**src/rtl/fe_fetch_if.sv**
```systemverilog
// Fetch-controller bundle: back-end redirect, I$ request/response ports and
// the decode-side head-of-buffer port.
interface fe_fetch_if;
  logic        redirect_valid;
  logic [63:0] redirect_pc;
  logic        ic_req_valid;
  logic [63:0] ic_req_pc;
  logic        ic_req_ready;
  logic        ic_rsp_valid;
  logic [63:0] ic_rsp_pc;
  logic [31:0] ic_rsp_inst;
  logic        ic_rsp_fault;
  logic        ic_rsp_ready;
  logic        out_valid;
  logic [63:0] out_pc;
  logic [31:0] out_inst;
  logic        out_fault;
  logic        out_ready;

  modport slave (
    input  redirect_valid, redirect_pc, ic_req_ready,
    input  ic_rsp_valid, ic_rsp_pc, ic_rsp_inst, ic_rsp_fault, out_ready,
    output ic_req_valid, ic_req_pc, ic_rsp_ready,
    output out_valid, out_pc, out_inst, out_fault
  );

  modport master (
    output redirect_valid, redirect_pc, ic_req_ready,
    output ic_rsp_valid, ic_rsp_pc, ic_rsp_inst, ic_rsp_fault, out_ready,
    input  ic_req_valid, ic_req_pc, ic_rsp_ready,
    input  out_valid, out_pc, out_inst, out_fault
  );
endinterface

```
**src/rtl/fe_fetch_ctrl.sv**
```systemverilog
// Front-end fetch controller: credit-limited I$ request issue, stale-response
// dropping after redirects, and a small registered instruction buffer.
//   state    | meaning
//   ST_RUN   | fetch requests may issue
//   ST_FAULT | a fetch fault was buffered; issue halts until redirect
module fe_fetch_ctrl #(
  parameter logic [63:0] RESET_PC  = 64'h0000_0000_0000_0000,
  parameter int          BUF_DEPTH = 4,
  parameter int          MAX_OUT   = 2
) (
  input logic        clk,
  input logic        rst_n,
  fe_fetch_if.slave  bus
);
  localparam int PW = (BUF_DEPTH > 1) ? $clog2(BUF_DEPTH) : 1;
  localparam int CW = $clog2(BUF_DEPTH + 1);

  typedef enum logic {ST_RUN, ST_FAULT} state_t;

  state_t          state_q, state_d;
  logic [63:0]     pc_q;
  logic [CW-1:0]   cnt_q, outst_q, drop_q;
  logic [PW-1:0]   wr_ptr_q, rd_ptr_q;
  logic [63:0]     buf_pc_q    [BUF_DEPTH];
  logic [31:0]     buf_inst_q  [BUF_DEPTH];
  logic            buf_fault_q [BUF_DEPTH];

  logic [CW:0]     occ;
  logic            redir, req_valid, req_fire, rsp_fire, rsp_live, stale;
  logic            push, pop, out_valid;

  assign redir    = bus.redirect_valid;
  assign occ      = {1'b0, cnt_q} + {1'b0, outst_q};
  // Credits count both buffered and in-flight entries so a response always fits.
  assign req_valid = rst_n && (state_q == ST_RUN) && !redir &&
                     (outst_q < CW'(MAX_OUT)) && (occ < (CW+1)'(BUF_DEPTH));
  assign req_fire  = req_valid && bus.ic_req_ready;
  assign rsp_fire  = bus.ic_rsp_valid;
  assign rsp_live  = rsp_fire && (outst_q != '0);
  assign stale     = (drop_q != '0);
  assign push      = rsp_fire && !stale && !redir;
  assign out_valid = (cnt_q != '0) && !redir;
  assign pop       = out_valid && bus.out_ready;

  assign bus.ic_req_valid = req_valid;
  assign bus.ic_req_pc    = pc_q;
  assign bus.ic_rsp_ready = 1'b1;
  assign bus.out_valid    = out_valid;
  assign bus.out_pc       = buf_pc_q[rd_ptr_q];
  assign bus.out_inst     = buf_inst_q[rd_ptr_q];
  assign bus.out_fault    = buf_fault_q[rd_ptr_q];

  always_ff @(posedge clk or negedge rst_n) begin
    if (!rst_n) state_q <= ST_RUN;
    else        state_q <= state_d;
  end

  always_comb begin
    state_d = state_q;
    if (redir)                          state_d = ST_RUN;
    else if (push && bus.ic_rsp_fault)  state_d = ST_FAULT;
  end

  always_ff @(posedge clk or negedge rst_n) begin
    if (!rst_n) begin
      pc_q     <= RESET_PC;
      cnt_q    <= '0;
      outst_q  <= '0;
      drop_q   <= '0;
      wr_ptr_q <= '0;
      rd_ptr_q <= '0;
      for (int i = 0; i < BUF_DEPTH; i++) begin
        buf_pc_q[i]    <= '0;
        buf_inst_q[i]  <= '0;
        buf_fault_q[i] <= 1'b0;
      end
    end else if (redir) begin
      // Everything still in flight becomes stale; the response landing now is dropped.
      pc_q     <= bus.redirect_pc;
      cnt_q    <= '0;
      wr_ptr_q <= '0;
      rd_ptr_q <= '0;
      outst_q  <= rsp_live ? outst_q - CW'(1) : outst_q;
      drop_q   <= rsp_live ? outst_q - CW'(1) : outst_q;
    end else begin
      if (req_fire) pc_q <= pc_q + 64'd4;
      if (req_fire && !rsp_live)      outst_q <= outst_q + CW'(1);
      else if (!req_fire && rsp_live) outst_q <= outst_q - CW'(1);
      if (rsp_fire && stale) drop_q <= drop_q - CW'(1);
      if (push) begin
        buf_pc_q[wr_ptr_q]    <= bus.ic_rsp_pc;
        buf_inst_q[wr_ptr_q]  <= bus.ic_rsp_inst;
        buf_fault_q[wr_ptr_q] <= bus.ic_rsp_fault;
        wr_ptr_q              <= wr_ptr_q + PW'(1);
      end
      if (pop) rd_ptr_q <= rd_ptr_q + PW'(1);
      if (push && !pop)      cnt_q <= cnt_q + CW'(1);
      else if (!push && pop) cnt_q <= cnt_q - CW'(1);
    end
  end
endmodule

```
**src/flat_wrapper.sv**
```systemverilog
// flat-port wrapper written by rule: the top's interface ports become plain ports
module fe_fetch_ctrl_flat 
#(
  parameter logic [63:0] RESET_PC  = 64'h0000_0000_0000_0000,
  parameter int          BUF_DEPTH = 4,
  parameter int          MAX_OUT   = 2
)
  (clk, rst_n, bus_redirect_valid, bus_redirect_pc, bus_ic_req_ready, bus_ic_rsp_valid, bus_ic_rsp_pc, bus_ic_rsp_inst, bus_ic_rsp_fault, bus_out_ready, bus_ic_req_valid, bus_ic_req_pc, bus_ic_rsp_ready, bus_out_valid, bus_out_pc, bus_out_inst, bus_out_fault);
  fe_fetch_if bus_i ();
  input logic clk;
  input logic rst_n;
  input wire logic [$bits(bus_i.redirect_valid)-1:0] bus_redirect_valid;
  input wire logic [$bits(bus_i.redirect_pc)-1:0] bus_redirect_pc;
  input wire logic [$bits(bus_i.ic_req_ready)-1:0] bus_ic_req_ready;
  input wire logic [$bits(bus_i.ic_rsp_valid)-1:0] bus_ic_rsp_valid;
  input wire logic [$bits(bus_i.ic_rsp_pc)-1:0] bus_ic_rsp_pc;
  input wire logic [$bits(bus_i.ic_rsp_inst)-1:0] bus_ic_rsp_inst;
  input wire logic [$bits(bus_i.ic_rsp_fault)-1:0] bus_ic_rsp_fault;
  input wire logic [$bits(bus_i.out_ready)-1:0] bus_out_ready;
  output wire logic [$bits(bus_i.ic_req_valid)-1:0] bus_ic_req_valid;
  output wire logic [$bits(bus_i.ic_req_pc)-1:0] bus_ic_req_pc;
  output wire logic [$bits(bus_i.ic_rsp_ready)-1:0] bus_ic_rsp_ready;
  output wire logic [$bits(bus_i.out_valid)-1:0] bus_out_valid;
  output wire logic [$bits(bus_i.out_pc)-1:0] bus_out_pc;
  output wire logic [$bits(bus_i.out_inst)-1:0] bus_out_inst;
  output wire logic [$bits(bus_i.out_fault)-1:0] bus_out_fault;
  assign bus_i.redirect_valid = bus_redirect_valid;
  assign bus_i.redirect_pc = bus_redirect_pc;
  assign bus_i.ic_req_ready = bus_ic_req_ready;
  assign bus_i.ic_rsp_valid = bus_ic_rsp_valid;
  assign bus_i.ic_rsp_pc = bus_ic_rsp_pc;
  assign bus_i.ic_rsp_inst = bus_ic_rsp_inst;
  assign bus_i.ic_rsp_fault = bus_ic_rsp_fault;
  assign bus_i.out_ready = bus_out_ready;
  assign bus_ic_req_valid = bus_i.ic_req_valid;
  assign bus_ic_req_pc = bus_i.ic_req_pc;
  assign bus_ic_rsp_ready = bus_i.ic_rsp_ready;
  assign bus_out_valid = bus_i.out_valid;
  assign bus_out_pc = bus_i.out_pc;
  assign bus_out_inst = bus_i.out_inst;
  assign bus_out_fault = bus_i.out_fault;
  fe_fetch_ctrl #(.RESET_PC(RESET_PC), .BUF_DEPTH(BUF_DEPTH), .MAX_OUT(MAX_OUT)) u_core (.clk(clk), .rst_n(rst_n), .bus(bus_i));
endmodule
```
**config.mk**
```make
export PLATFORM = sky130hd
export DESIGN_NAME = fe_fetch_ctrl_flat
export DESIGN_NICKNAME = d
export VERILOG_FILES = /design/src/rtl/fe_fetch_if.sv /design/src/rtl/fe_fetch_ctrl.sv /design/src/flat_wrapper.sv
export SDC_FILE = /design/constraint.sdc
export NUM_CORES = 1
export LEC_CHECK = 0
export ABC_AREA = 1
export ABC_CLOCK_PERIOD_IN_PS = 3800
export BUFFER_PORTS_ARGS = -buffer_cell sky130_fd_sc_hd__buf_2
export CORE_MARGIN = 2
export CORE_UTILIZATION = 40
export CTS_CLUSTER_SIZE = 10
export DETAILED_ROUTE_END_ITERATION = 8
export SKIP_CTS_REPAIR_TIMING = 1
export SYNTH_ARGS = -nofsm -noshare
export SYNTH_HDL_FRONTEND = slang
export SYNTH_SLANG_ARGS = --single-unit
```
**constraint.sdc**
```tcl
create_clock -name clk -period 3.8 [get_ports clk]
set_input_delay 0.76 -clock clk [delete_from_list [all_inputs] [get_ports clk]]
set_output_delay 0.76 -clock clk [all_outputs]
set_load 0.005 [all_outputs]
```
======== Yosys cells after proc, flatten, opt, wreduce, memory -nomap -nowiden ========
Index checks and enable logic that the tools add are counted.
W data, S select, Z words.
word-level totals
  word-level logic and storage cells ...... 106
  output and inout port bits .............. 164
  register bits after elaboration ......... 466
  input bits .............................. 167
operators by class
  $lt $le $gt $ge ......................... 5
  reduce and logical (&&, ||, !) cells .... 34
  muxes and demuxes ....................... 35
  add/subtract/negate cells ............... 9
  bitwise gates (word level) .............. 4
operator list
  kind                     number
  $mux W64                 5
  $bwmux W256              1
  $bmux W64 S2             1
  $bwmux W128              1
  $demux W64 S2            1
  $mux W32                 3
  $add A64 B3 Y64 const B  1
  $bmux W32 S2             1
  $demux W32 S2            1
  $mux W3                  9
  $logic_and A1 B1 Y1      17
  $reduce_bool A3 Y1       5
  $reduce_bool A2 Y1       5
  $sub A3 B1 Y3 const B    3
  $mux W2                  4
  $add A3 B1 Y3 const B    2
  $ge A3 B3 Y1 const B     2
  $logic_not A1 Y1         6
  $not A2 Y3               2
  $mux W1                  5
  $add A2 B1 Y2 const B    2
  $add A3 B3 Y4            1
  $bwmux W4                1
  $lt A4 B3 Y1 const B     1
  other kinds (6)          7

======== Longest topological paths before layout ========
Gate-level depths: netlist of run 1.
  depth in word-level cells ............... 11
  depth in mapped cells ................... 11
  gate-level depth less buffers ........... 11

======== Worst setup path after synthesis of run 1 ========
No wires, ideal clock.
  path kind ............................... input to register
  start ................................... input bus_redirect_valid
  end ..................................... register u_core.cnt_q[2]
  data arrival time ....................... 2.115 ns
  data required time ...................... 3.673 ns
  stages .................................. 10
  buffers on the path ..................... 1
  path slack .............................. 1.558 ns
  setup time .............................. 0.127 ns
  cell sequence ........................... buf_6 > inv_1 > nand3_1 > nand2_1 > inv_1 > fa_1 > xnor2_1 > xor2_1 > nand3_1 > o21ai_0
between the ends
  longest elaborated chain between the ends .. 7
  elaborated cells on any way between the ends .. 11
  classes of those cells .................. mux: 2; reduce/logical: 9
ends and longest elaborated chain
  element               RTL line                                  source
  from (decl)           flat_wrapper.sv:12                        input wire logic [$bits(bus_i.redirect_valid)-1:0] bus_redirect_valid;
  $logic_not A1 Y1      fe_fetch_ctrl.sv:41, fe_fetch_ctrl.sv:42
  $logic_and A1 B1 Y1   fe_fetch_ctrl.sv:42                       assign out_valid = (cnt_q != '0) && !redir;
  $logic_and A1 B1 Y1   fe_fetch_ctrl.sv:43                       assign pop = out_valid && bus.out_ready;
  $logic_not A1 Y1      fe_fetch_ctrl.sv:97                       if (push && !pop) cnt_q <= cnt_q + CW'(1);
  $logic_and A1 B1 Y1   fe_fetch_ctrl.sv:97
  $mux W3               fe_fetch_ctrl.sv:97
  $mux W3               fe_fetch_ctrl.sv:77                       end else if (redir) begin
  to (signal assigned)  fe_fetch_ctrl.sv:97
  to (signal assigned)  fe_fetch_ctrl.sv:98                       else if (!push && pop) cnt_q <= cnt_q - CW'(1);
  to (decl)             fe_fetch_ctrl.sv:22                       logic [CW-1:0] cnt_q, outst_q, drop_q;
Parallel ways exist; a longest one is shown, timed or not.
A chain may end at the register's enable or synchronous reset.

======== Worst setup path after layout of run 1 ========
  start ................................... register u_core.rd_ptr_q[1]
  end ..................................... output bus_out_pc[20]
between the ends
  longest elaborated chain between the ends .. 4
ends and longest elaborated chain
  element                                      RTL line             source
  from (decl)                                  fe_fetch_ctrl.sv:23  logic [PW-1:0] wr_ptr_q, rd_ptr_q;
  from (signal assigned)                       fe_fetch_ctrl.sv:96  if (pop) rd_ptr_q <= rd_ptr_q + PW'(1);
  $not A2 Y3 (implied by the code)             fe_fetch_ctrl.sv:49  assign bus.out_pc = buf_pc_q[rd_ptr_q];
  $bmux W64 S2                                 fe_fetch_ctrl.sv:49
  $mux W64 (implied by the code) (2 in a row)  fe_fetch_ctrl.sv:49
  to (decl)                                    flat_wrapper.sv:24   output wire logic [$bits(bus_i.out_pc)-1:0] bus_out_pc;
No other way between the ends. The select of a mux whose other input is x is not followed.

==> results of run 1 <==
==> area by class of cell <==
| class | count | area (um2) | area share, % |
|---|---|---|---|
| inverter | 202 | 763 | 2.92 |
| antenna | 8 | 20.0 | 0.0765 |
| sequential | 466 | 11700 | 44.6 |
| clock buffer | 64 | 1420 | 5.42 |
| timing repair buffer | 357 | 2010 | 7.67 |
| multi-input combinational | 1981 | 9280 | 35.5 |
| tap | 748 | 936 | 3.58 |
| clock inverter | 5 | 77.6 | 0.296 |
==> worst min-delay path, delay by kind of cell <==
family,cells,cell delay (ns)
and+or+nand+nor,2,0.09
buffers and inverters,1,0.08
==> logic make-up (layout without fill, tap and decap cells) <==
| family | count (synthesis) | in the layout | synth area share, % |
|---|---|---|---|
| compound gates | 751 | 751 | 17.5 |
| other cells | 1 | 9 | 0.0167 |
| buf+inv | 371 | 628 | 6.64 |
| simple gates | 1173 | 1173 | 21.3 |
| flops | 466 | 466 | 52.1 |
| xor+xnor | 43 | 43 | 1.68 |
| fa+ha+maj | 13 | 13 | 0.760 |
==> how the worst max path moves through the flow <==
stage                                   start                                    to  slack, ns  depth (start not counted)
6_report       u_core.rd_ptr_q[1]$_DFFE_PN0P_                        bus_out_pc[20]       0.51                          5
3_5_place_dp               bus_redirect_valid  u_core.bus.ic_req_pc[22]$_DFFE_PN0P_       1.01                         10
4_1_cts        u_core.rd_ptr_q[1]$_DFFE_PN0P_                        bus_out_pc[20]       0.50                          4
5_1_grt        u_core.rd_ptr_q[1]$_DFFE_PN0P_                        bus_out_pc[35]       0.41                          5
2_1_floorplan              bus_redirect_valid           u_core.cnt_q[2]$_DFFE_PN0P_       1.56                         10
3_3_place_gp               bus_redirect_valid  u_core.bus.ic_req_pc[22]$_DFFE_PN0P_       1.05                         10
==> power by group <==
part           switching [W]  leakage, nW  total (W)  internal (W)
clock                0.00200        0.726    0.00460       0.00260
sequential          0.000648         6.21    0.00660       0.00595
combinational        0.00269         5.81    0.00446       0.00176
==> cells in the mapped netlist (5+ instances only) <==
| cell type | number |
|---|---|
| ha_1 | 12 |
| inv_1 | 192 |
| nand4_1 | 9 |
| buf_2 | 33 |
| o21ai_0 | 600 |
| nand3b_1 | 7 |
| nand2_2 | 5 |
| o21ai_1 | 29 |
| buf_6 | 5 |
| o22ai_1 | 98 |
| buf_1 | 17 |
| clkbuf_1 | 110 |
| nor2_2 | 10 |
| nand3_1 | 63 |
| nor2_1 | 313 |
| nor2_4 | 7 |
| o211ai_1 | 13 |
| xnor2_1 | 22 |
| inv_2 | 9 |
| nand2_1 | 736 |
| xor2_1 | 21 |
| dfrtp_1 | 466 |
| a31oi_1 | 6 |
==> layer usage <==
| layer | wire (um) | global-route usage [%] |
|---|---|---|
| met1 | 29000 | 30.4 |
| met2 | 31700 | 38.0 |
| met3 | 4690 | 4.82 |
| met4 | 1570 | 7.04 |
| met5 | 94 | 0 |
==> registers in the layout (all words and copies together) (netlist names) <==
name / flops
u_core.drop_q: 3
u_core.buf_pc_q: 256
u_core.outst_q: 3
u_core.buf_fault_q: 4
u_core.wr_ptr_q: 2
u_core.bus.ic_req_pc: 64
u_core.rd_ptr_q: 2
u_core.state_q: 1
u_core.buf_inst_q: 128
u_core.cnt_q: 3
==> layout by cell type, fill, tap and decap left out, types with 9 or more instances in the layout <==
cell type	n
o21ai_1	29
xnor2_1	22
xor2_1	21
clkbuf_16	54
dfrtp_1	464
o21ai_0	600
nand2_1	732
buf_4	16
nand4_1	9
buf_2	328
o211ai_1	13
inv_2	9
nor2_1	313
inv_1	191
buf_12	11
nor2_2	10
ha_1	12
nand3_1	63
o22ai_1	98
==> stage by stage <==
| stage | setup WS [ns] | total power (W) | utilization, % | hold WS, ns | instance area, um2 |
|---|---|---|---|---|---|
| detailed placement | 1.01 | 0.0112 | 44.6 | 0.466 | 24600 |
| finish | 0.506 | 0.0157 | 47.4 | 0.369 | 26200 |
| floorplan | 1.56 | 0.00918 | - | 0.448 | 22400 |
| global route | 0.409 | 0.0167 | 47.4 | 0.357 | 26200 |
| CTS | 0.499 | 0.0158 | 47.4 | -0.0828 | 26100 |
| global placement | 1.05 | 0.0110 | 44.6 | 0.453 | 24600 |
==> results.json, run 1 <==
{
  "io_pins": 331,
  "ys.flop_type": "dfrtp_1",
  "required_ns": 3.04,
  "worst-path-buf-inv": 3,
  "synth_cells": 2818,
  "cts_buffers": 54,
  "rr_worst_depth": 10,
  "antenna_found_initial": 15,
  "power_density_mw_per_mm2": 598,
  "worst_pin_slew_ns": 1.05,
  "grt_max_degree": 195,
  "hold_start": "bus_redirect_pc[1]",
  "ys_seq_elements": 466,
  "slew_viol_final": 0,
  "synth_top_area_cell": "dfrtp_1",
  "clock_latency_ns": 0.61,
  "dieArea_mm2": 0.0579,
  "grt_pass1_wl_um": 106000,
  "clkSlewWorstSetupHoldPaths_ns": 0.05,
  "grtUsageTotal_pct": 23.0,
  "synth_top_cell_area_share_pct": 52.1,
  "fillers": 5469,
  "rr_startpoint": "u_core.outst_q[2]$_DFFE_PN0P_",
  "cts.path.max_buffers": 3,
  "hold_violations": 0,
  "status": "finished, final reports clean",
  "clkSinkCount": 466,
  "min_path_type": "input port to register",
  "grt_pass1_vias": 19100,
  "drv_cap": 0,
  "coreArea_mm2": 0.0552,
  "numPortBuffers": 329,
  "drt_iter0_markers": 1596,
  "fin_nets": 3242,
  "grt_overflow_total": 0,
  "crit_type": "register to output pin",
  "drt_first_pass_iters": 5,
  "synth.distinct_cells": 40,
  "post-route-min-period_ns": 3.29,
  "die_x_um": 241,
  "synth.avg_cell_area_um2": 7.95,
  "yosysWarnings": 0,
  "drc_errors": 0,
  "path_cells": "inv_2 > buf_12 > o21ai_0 > o22ai_1 > buf_2",
  "die_y_um": 241,
  "holdPathStages": 3,
  "r2r_slack_ns": 1.22,
  "slew_headroom_pct": 29.9,
  "cp_top_family": "flip-flops",
  "hpwl_um": 44400,
  "slowest_delay_ns": 0.67,
  "vias_per_cell": 5.20,
  "r2r_end": "u_core.bus.ic_req_pc[22]$_DFFE_PN0P_",
  "vias": 19900,
  "wl_per_cell_um": 17.5,
  "period_share_pct": 86.7,
  "ant_nets": 0,
  "cts_htree_levels": 2,
  "layout.cells.non_filler": 3831,
  "dp.cells": 3753,
  "min_to": "u_core.bus.ic_req_pc[1]$_DFFE_PN0P_",
  "cts-root-buf": "clkbuf_16",
  "drive_gt1_share_pct": 15.4,
  "start_util_pct": 40.6,
  "cp-end-kind": "output pin",
  "irDropWorstVdd_v": 0.000423,
  "cp_slowest_cell": "dfrtp_2",
  "grt_setup_unrepaired": "false",
  "fmax_ghz": 0.304,
  "clock_skew_ns": 0.0211,
  "rows": 86,
  "fin_tns_setup_ns": 0,
  "gp_congestion": 0.952,
  "synth.net_count": 2998,
  "finalWirelength_um": 67100,
  "cts_tree": "done",
  "area_growth_pct": 16.8,
  "synth_edf_count": 0,
  "synth_area_mm2": 0.0224,
  "leakagePower_nw": 12.8,
  "ys_async_sr_fraction_pct": 100,
  "setup_viol": 0,
  "cp-start-kind": "register",
  "ys_seq_area_share_pct": 52.1,
  "arrival_ns": 2.53,
  "worstPathMaxFanout": 97,
  "synth_area_leaders": "dfrtp_1 52%, o21ai_0 13%, nand2_1 12%"
}
Note: power is estimated with default switching activity, not from simulation.
==> run 2: changes to the inputs <==
--- a/config.mk
+++ b/config.mk
@@ -12,6 +12,8 @@
 export CORE_UTILIZATION = 40
 export CTS_CLUSTER_SIZE = 10
 export DETAILED_ROUTE_END_ITERATION = 8
+export GPL_ROUTABILITY_DRIVEN = 0
+export PLACE_DENSITY_LB_ADDON = 0.3
 export SKIP_CTS_REPAIR_TIMING = 1
 export SYNTH_ARGS = -nofsm -noshare
 export SYNTH_HDL_FRONTEND = slang
==> results.json, run 2 (synthesis gave the netlist of run 1 again) <==
{
  "seqPwrFrac_pct": 41.7,
  "cp-endpoint": "bus_out_pc[10]",
  "comb_power_share_pct": 27.8,
  "required_ns": 3.04,
  "period_share_pct": 85.5,
  "die_y_um": 241,
  "status": "finished, final reports clean",
  "worstPathMaxFanout": 63,
  "grt_max_degree": 173,
  "clkSlewWorstSetupHoldPaths_ns": 0.05,
  "grt_pass1_wl_um": 101000,
  "die_x_um": 241,
  "rr_startpoint": "u_core.drop_q[0]$_DFFE_PN0P_",
  "p_clk_share_pct": 30.5,
  "layout_commonest_cell": "nand2_1",
  "area_growth_pct": 16.7,
  "setup_viol": 0,
  "clock_latency_ns": 0.62,
  "worst_pin_slew_ns": 0.964,
  "drive_gt1_share_pct": 15.3,
  "largest_reg_flops": 256,
  "drt_iter0_markers": 1292,
  "post-route-min-period_ns": 3.25,
  "dieArea_mm2": 0.0579,
  "fin_tns_setup_ns": 0,
  "cp-start-kind": "register",
  "antenna_found_initial": 8,
  "cts_buffers": 55,
  "drv_cap": 0,
  "rows": 86,
  "switchingPower_w": 0.00531,
  "grt_setup_unrepaired": "false",
  "hold_violations": 0,
  "cts_tree": "done",
  "min_path_type": "input port to async pin",
  "wl_per_cell_um": 16.7,
  "start_util_pct": 40.6,
  "report.power.total_w": 0.0158,
  "crit_type": "register to output pin",
  "finalWirelength_um": 63800,
  "largest_register": "u_core.buf_pc_q",
  "cts_htree_levels": 2,
  "grtUsageTotal_pct": 21.9,
  "irDropWorstVdd_v": 0.000419,
  "clkSinkCount": 466,
  "drc_errors": 0,
  "fin_nets": 3236,
  "numPortBuffers": 329,
  "vias": 19500,
  "fin_util_pct": 47.4,
  "swShare_pct": 33.6,
  "power_density_mw_per_mm2": 603,
  "ant_nets": 0,
  "intPower_w": 0.0105,
  "hpwl_um": 41100,
  "layout_common_cells": "732 x nand2_1, 600 x o21ai_0, 464 x dfrtp_1",
  "arrival_ns": 2.49,
  "grt_pass1_vias": 18300,
  "coreArea_mm2": 0.0552,
  "r2r_end": "u_core.buf_pc_q[27]$_DFFE_PN0P_",
  "grt_overflow_total": 0,
  "fmax_ghz": 0.308,
  "setup.worst_path.start": "u_core.rd_ptr_q[1]$_DFFE_PN0P_",
  "r2r_slack_ns": 1.30,
  "clock_skew_ns": 0.0197,
  "io_pins": 331,
  "drt_first_pass_iters": 6,
  "fillers": 5545,
  "slew_headroom_pct": 35.7,
  "vias_per_cell": 5.11,
  "slew_viol_final": 0,
  "cts.path.max_buffers": 3,
  "leakagePower_nw": 12.7,
  "rr_worst_depth": 8,
  "cts-root-buf": "clkbuf_16",
  "cp-end-kind": "output pin",
  "layout.cells.non_filler": 3823,
  "dp.cells": 3747
}
[run 2: critical path: stages, from the launching register on]
cell and delay (ns):
dfrtp_4 0.55, clkinv_2 0.07, buf_4 0.58, o21ai_0 0.19
o22ai_1 0.29, buf_2 0.18
[run 2: worst min-delay path by stage]
stage,start,endpoint,cells past startpoint
finish,rst_n,u_core.drop_q[1]$_DFFE_PN0P_,1
CTS,rst_n,u_core.bus.ic_req_pc[0]$_DFFE_PN0P_,1
detailed placement,u_core.bus.ic_req_pc[0]$_DFFE_PN0P_,u_core.bus.ic_req_pc[0]$_DFFE_PN0P_,2
global route,rst_n,u_core.drop_q[1]$_DFFE_PN0P_,1
floorplan,u_core.buf_fault_q[1]$_DFFE_PN0P_,u_core.buf_fault_q[1]$_DFFE_PN0P_,2
global placement,u_core.bus.ic_req_pc[1]$_DFFE_PN0P_,u_core.bus.ic_req_pc[1]$_DFFE_PN0P_,2
[run 2: final cells by class]
type	count	area, um2	area share [%]
inverter	202	764	2.92
clock buffer	65	1420	5.45
timing repair buffer	350	1910	7.32
antenna	1	2.50	0.00957
multi-input combinational	1981	9280	35.5
clock inverter	10	154	0.589
tap	748	936	3.58
sequential	466	11700	44.6
[run 2: metal layers]
layer | vias up | part of all wire [%] | GRT usage, %
met5 | - | 0.13 | 0
met2 | 572 | 45 | 34.6
met1 | 9193 | 44 | 29.5
met4 | 12 | 3.4 | 8.51
li1 | 9637 | - | -
met3 | 132 | 7.0 | 4.80
[run 2: through the flow]
step,hold slack (ns),setup slack [ns],area [um2]
after floorplan,0.448,1.56,22400
after global placement,0.456,0.977,24600
after detailed placement,0.458,0.997,24600
after CTS,-0.00768,0.482,26100
after global routing,0.0101,0.395,26100
final,0.0106,0.550,26100
[run 2: power by group through the flow]
stage	clock (W)	combinational, W	sequential (W)
after floorplan	0	0.00271	0.00647
after CTS	0.00493	0.00446	0.00656
after global routing	0.00514	0.00505	0.00669
final	0.00480	0.00439	0.00658
after detailed placement	0	0.00444	0.00663
after global placement	0	0.00439	0.00662
